**src/rtl/cobs_encoder_pkg.sv**
```systemverilog
// Shared COBS constants and encoder state type.
package cobs_package;

    localparam logic [7:0] COBS_DELIMITER = 8'h00;
    localparam int         COBS_MAX_BLOCK = 254;

    typedef enum logic [1:0] {FILL, EMIT_CODE, EMIT_DATA, EMIT_DELIM} cobs_encoder_state_t;

endpackage

```
**src/rtl/cobs_block_buffer.sv**
```systemverilog
// Holds the non-zero bytes of one COBS block; write on clock, read combinationally.
module cobs_block_buffer
    import cobs_package::*;
(
    input  logic       clk,
    input  logic       we,
    input  logic [7:0] wr_addr,
    input  logic [7:0] wr_data,
    input  logic [7:0] rd_addr,
    output logic [7:0] rd_data
);

    logic [7:0] mem [COBS_MAX_BLOCK];

    always_ff @(posedge clk) begin
        if (we) mem[wr_addr] <= wr_data;
    end

    assign rd_data = mem[rd_addr];

endmodule

```
**src/rtl/cobs_encoder.sv**
```systemverilog
// COBS framer: buffers one block of non-zero bytes, then emits code, data and
// (at packet end) an optional 0x01 tail block plus the 0x00 delimiter.
module cobs_encoder
    import cobs_package::*;
(
    input  logic       clk,
    input  logic       rst,
    input  logic [7:0] raw_tdata,
    input  logic       raw_tvalid,
    output logic       raw_tready,
    input  logic       raw_tlast,
    output logic [7:0] cobs_tdata,
    output logic       cobs_tvalid,
    input  logic       cobs_tready,
    output logic       cobs_tlast
);

    cobs_encoder_state_t state, state_n;
    logic [7:0] count, count_n, count_inc;
    logic [7:0] rd_idx, rd_idx_n;
    logic       pending_tail, pending_tail_n;
    logic       eop, eop_n;
    logic       ready_en;
    logic [7:0] tdata_n;
    logic       tvalid_n, tlast_n;
    logic       buf_we, tail;
    logic       accept, nonzero, out_hs;
    logic [7:0] rd_data;

    cobs_block_buffer u_buf (
        .clk     (clk),
        .we      (buf_we),
        .wr_addr (count),
        .wr_data (raw_tdata),
        .rd_addr (rd_idx),
        .rd_data (rd_data)
    );

    // ready_en holds tready low during reset and until the first clock after it
    assign raw_tready = ready_en && (state == FILL);
    assign accept     = raw_tvalid && raw_tready;
    assign nonzero    = (raw_tdata != COBS_DELIMITER);
    assign out_hs     = cobs_tvalid && cobs_tready;
    assign count_inc  = count + {7'd0, nonzero};

    always_comb begin
        state_n        = state;
        count_n        = count;
        rd_idx_n       = rd_idx;
        pending_tail_n = pending_tail;
        eop_n          = eop;
        tdata_n        = cobs_tdata;
        tvalid_n       = cobs_tvalid;
        tlast_n        = cobs_tlast;
        buf_we         = 1'b0;
        tail           = 1'b0;

        case (state)
            FILL: begin
                if (accept) begin
                    buf_we  = nonzero;
                    count_n = count_inc;
                    if (!nonzero || count_inc == 8'(COBS_MAX_BLOCK) || raw_tlast) begin
                        // count_inc+1 is 0xFF exactly on the full-run close
                        state_n        = EMIT_CODE;
                        tdata_n        = count_inc + 8'd1;
                        tvalid_n       = 1'b1;
                        pending_tail_n = raw_tlast && !nonzero;
                        eop_n          = raw_tlast;
                    end
                end
            end
            EMIT_CODE: begin
                if (out_hs) begin
                    if (count != 8'd0) begin
                        state_n  = EMIT_DATA;
                        tdata_n  = rd_data;
                        rd_idx_n = rd_idx + 8'd1;
                    end else begin
                        tail = 1'b1;
                    end
                end
            end
            EMIT_DATA: begin
                // rd_idx points at the next byte to load into the output register
                if (out_hs) begin
                    if (rd_idx == count) begin
                        tail = 1'b1;
                    end else begin
                        tdata_n  = rd_data;
                        rd_idx_n = rd_idx + 8'd1;
                    end
                end
            end
            EMIT_DELIM: begin
                if (out_hs) begin
                    state_n        = FILL;
                    tvalid_n       = 1'b0;
                    tlast_n        = 1'b0;
                    tdata_n        = COBS_DELIMITER;
                    count_n        = 8'd0;
                    rd_idx_n       = 8'd0;
                    eop_n          = 1'b0;
                    pending_tail_n = 1'b0;
                end
            end
        endcase

        if (tail) begin
            count_n  = 8'd0;
            rd_idx_n = 8'd0;
            if (!eop) begin
                state_n  = FILL;
                tvalid_n = 1'b0;
                tdata_n  = COBS_DELIMITER;
            end else if (pending_tail) begin
                state_n        = EMIT_CODE;
                tdata_n        = 8'h01;
                pending_tail_n = 1'b0;
            end else begin
                state_n = EMIT_DELIM;
                tdata_n = COBS_DELIMITER;
                tlast_n = 1'b1;
            end
        end
    end

    always_ff @(posedge clk or posedge rst) begin
        if (rst) begin
            state        <= FILL;
            count        <= 8'd0;
            rd_idx       <= 8'd0;
            pending_tail <= 1'b0;
            eop          <= 1'b0;
            ready_en     <= 1'b0;
            cobs_tdata   <= COBS_DELIMITER;
            cobs_tvalid  <= 1'b0;
            cobs_tlast   <= 1'b0;
        end else begin
            state        <= state_n;
            count        <= count_n;
            rd_idx       <= rd_idx_n;
            pending_tail <= pending_tail_n;
            eop          <= eop_n;
            ready_en     <= 1'b1;
            cobs_tdata   <= tdata_n;
            cobs_tvalid  <= tvalid_n;
            cobs_tlast   <= tlast_n;
        end
    end

endmodule

```
**config.mk**
```make
export PLATFORM = sky130hd
export DESIGN_NAME = cobs_encoder
export DESIGN_NICKNAME = d
export VERILOG_FILES = /design/src/rtl/cobs_encoder_pkg.sv /design/src/rtl/cobs_block_buffer.sv /design/src/rtl/cobs_encoder.sv
export SDC_FILE = /design/constraint.sdc
export NUM_CORES = 2
export LEC_CHECK = 0
export BUFFER_PORTS_ARGS = -buffer_cell sky130_fd_sc_hd__buf_2
export CORE_ASPECT_RATIO = 1.25
export CORE_MARGIN = 2
export CORE_UTILIZATION = 45
export CTS_CLUSTER_SIZE = 40
export DETAILED_ROUTE_END_ITERATION = 16
export SLEW_MARGIN = 40
export SYNTH_ARGS = -nofsm -noshare
export SYNTH_HDL_FRONTEND = slang
export SYNTH_SLANG_ARGS = --single-unit
```
**constraint.sdc**
```tcl
create_clock -name clk -period 6.65 [get_ports clk]
set_input_delay 0.9975 -clock clk [delete_from_list [all_inputs] [get_ports clk]]
set_output_delay 0.9975 -clock clk [all_outputs]
set_load 0.1 [all_outputs]
```
==> qor.txt <==
Vias in the first global route - 41,000
Clk buf depth - 3
Total GRT Usage - 0.238
Vias - 40,800
WP data arrival - 4.91 ns
CP Launch Type - flop
Xor/xnor cell area share of the yosys netlist - 0.00194
Worst skew pair latency - 0.84 ns
Clk sink count - 2,063
#FFs+latches synth - 2,063
R2r startpoint - rd_idx[1]$_DFFE_PP0P_
Via density - 6.18
Primary FF master, synth - edfxtp_1
Fmax - 239 MHz
Fin crit period - 4.19 ns
Number of synthesized flops with an enable pin - 2,032
Mux contribution to synthesized area - 0.152
Register area share after synthesis - 0.760
Tightest Pin Transition - 0.930 ns
Area leader, netlist - edfxtp_1
Cell variety after synth - 71
Clk Tree Root Cell - clkbuf_16
FF+latch area - 61,800 sq um
Pleak - 0.0266 uW
CP endpoint kind - flop
Gr ovfl total - 0
CTS H-tree depth - 4
Compound-Gate Fraction of Synth Area - 0.0374
GPL Wtd Cong - 0.905
Max Cap Viol - 0
Post-synthesis net count - 4,032
# fillers - 14,200
Fin cells - 6,608
Synth Area in Adders - 0.00139
Hold buffers post-CTS - 0
IO Pins - 24
Pwr dens - 281 nW/um^2
Final WL - 219,000 um
Crit path kind - reg -> reg
Worst Hold Class - in -> async
Core Util, Final - 0.503
DP HPWL - 134,000 um
Clk pin slew, worst setup/hold paths - 0.07 ns
Routed length per instance - 33.1 um
RSZ-0062 raised after global routing - no
Antenna-violating nets left - 0
Post-synth ARST share - 0.0150
Largest incremental delay on the critical path - 0.78 ns
Port Buf Inserts - 23
CTS tree - yes
Layout cell share with drive strength beyond 1 - 0.212
Synth area leaders - edfxtp_1 (75%), mux4_2 (12%), mux2i_1 (3.2%)
Area of the multi-input gates - 18,100 sq um
Crit path launch - rd_idx[1]$_DFFE_PP0P_
DR iter-0 viols - 5,091
Maximum vdd ir drop - 0.238 mV
DIE WIDTH - 384 um
Post-CTS Setup Bufs - 0
Final setup vio count - 0
Top cell type's share of synthesized area - 0.751
Syn_area_per_cell - 20.3 sq um
Resized Gates After CTS - 0
# placed instances - 6,256
Synth Area in Simple Gates - 0.0278
Ys Warns - 0
Mapped Area - 81,300 sq um
Initial DRT Pass Iterations - 5
Syn Inst Count - 4,010
WHS - 0.286 ns
DRC Markers - 0
Setup TNS Final - 0 ns
Critical Path RT - 7.37 ns
Initial Util - 0.453
Row Count - 174
CP Cell Sequence - nand2_4, buf_12, o22ai_1, o311ai_0, o21ai_1, a2111oi_0, o41ai_1, nor2b_1, o22a_1
Die height - 479 um
Final Hold Fails - 0
Final Cycle Share - 0.630
Slew Limit Fails - 0
Max FO, Critical Path - 59
Reg2reg path depth - 9
Final net count - 4,095
Die ar. - 184,000 sq um
Slowest cell on crit path - o311ai_0
Status - finished, final reports clean
Slew headroom - 0.380
Largest net degree at the start of global routing - 174
CTS buffer count - 186
Initial antenna violation count - 11
Worst Clk Skew - 0.0271 ns
Area Growth Syn to Fin - 11.2%
Global-route wire length before repair - 311,000 um
Largest family of logic cells by synthesized area - multiplexers
Core region area - 180,000 sq um
==> sequential cells by signal, summed over array words and instances (netlist names) <==
signal        flops
cobs_tvalid       1
u_buf.mem      2032
cobs_tlast        1
state             2
eop               1
cobs_tdata        8
ready_en          1
count             8
rd_idx            8
pending_tail      1
==> metal layers <==
| layer | GRT usage | wire, um |
|---|---|---|
| met5 | 0 | 35 |
| met4 | 0.100 | 9830 |
| met3 | 0.0400 | 15600 |
| met2 | 0.394 | 109000 |
| met1 | 0.314 | 84300 |
==> logic make-up after synthesis <==
| group | after synthesis |
|---|---|
| AO/OA/AOI/OAI | 432 |
| flip-flops | 2063 |
| other | 1 |
| buffers and inverters | 259 |
| adder cells (fa/ha/maj) | 9 |
| multiplexers | 698 |
| XOR/XNOR | 18 |
| AND/OR/NAND/NOR | 530 |
==> area by class of cell <==
cell class	instances	area share
inverters	15	0.000692
diodes	3	0.0000831
clock buffers	225	0.0546
flip-flops and latches	2063	0.684
multi-input cells	1688	0.201
repair buffers	119	0.0139
clock inverters	119	0.0131
well taps	2376	0.0329
==> power by group <==
group          total [uW]  internal (uW)  leakage (uW)  switching (uW)
registers           14300          14300        0.0187           0.657
clock network       10900           6140       0.00300            4720
logic                 276           27.1       0.00490             249
==> worst paths after layout <==
check / end / slack (ns)
worst max-delay path: cobs_tdata[6]$_DFFE_PP0P_ / 2.46
worst min-delay path: state[1]$_DFFE_PP0P_ / 0.29
worst max register to register: cobs_tdata[6]$_DFFE_PP0P_ / 2.46
worst min register to register: pending_tail$_DFF_PP0_ / 0.53
max in group asynchronous: rd_idx[1]$_DFFE_PP0P_ / 5.96
min in group clk: pending_tail$_DFF_PP0_ / 0.53
==> cells in the mapped netlist, drive strengths merged, types with 9 or more instances <==
library cell	instances
mux2	11
ha	9
mux2i	256
o22ai	67
clkbuf	120
xor2	10
inv	13
nor2b	13
nand3	31
o31ai	13
dfrtp	31
buf	124
nor4	12
mux4	431
nor2	309
o21ai	51
a22oi	10
nand2	87
o221ai	132
a21oi	81
nor3	40
a211oi	15
edfxtp	2032
==> worst max-delay path: cells and delay by family, from the launching register on <==
kind,cells,cell delay [ns]
AND/OR/NAND/NOR,2,0.79
buffers and inverters,1,0.40
AO/OA/AOI/OAI,6,2.17
flip-flops,1,0.68
==> cell usage in the layout, fill, tap and decap left out, types with 9 or more instances in the layout <==
cell type	count
o31ai_1	13
clkbuf_8	11
o21ai_0	48
bufinv_16	22
nor2b_1	12
buf_2	15
nor3_1	37
mux2i_1	256
buf_4	64
nand2_2	12
clkbuf_16	191
ha_1	9
mux4_2	430
mux2_2	11
edfxtp_1	2032
nor4_1	12
clkinv_1	38
o22ai_1	67
clkinv_2	44
nor2_1	288
xor2_1	10
clkbuf_1	31
o221ai_1	132
a22oi_1	10
nor2_2	21
buf_12	21
inv_1	11
a21oi_1	81
nand3_1	24
a211oi_1	15
nand2_1	74
dfrtp_1	25
==> stage by stage <==
stage / area [sq um] / power, uW / setup WS (ns)
4_1_cts: 90200 / 25500 / 2.52
6_report: 90400 / 25400 / 2.46
5_1_grt: 90400 / 26000 / 2.28
3_5_place_dp: 84100 / 14800 / 1.77
2_1_floorplan: 81300 / 14600 / 3.12
3_3_place_gp: 84000 / 14800 / 0.779
Note: power is estimated with default switching activity, not from simulation.
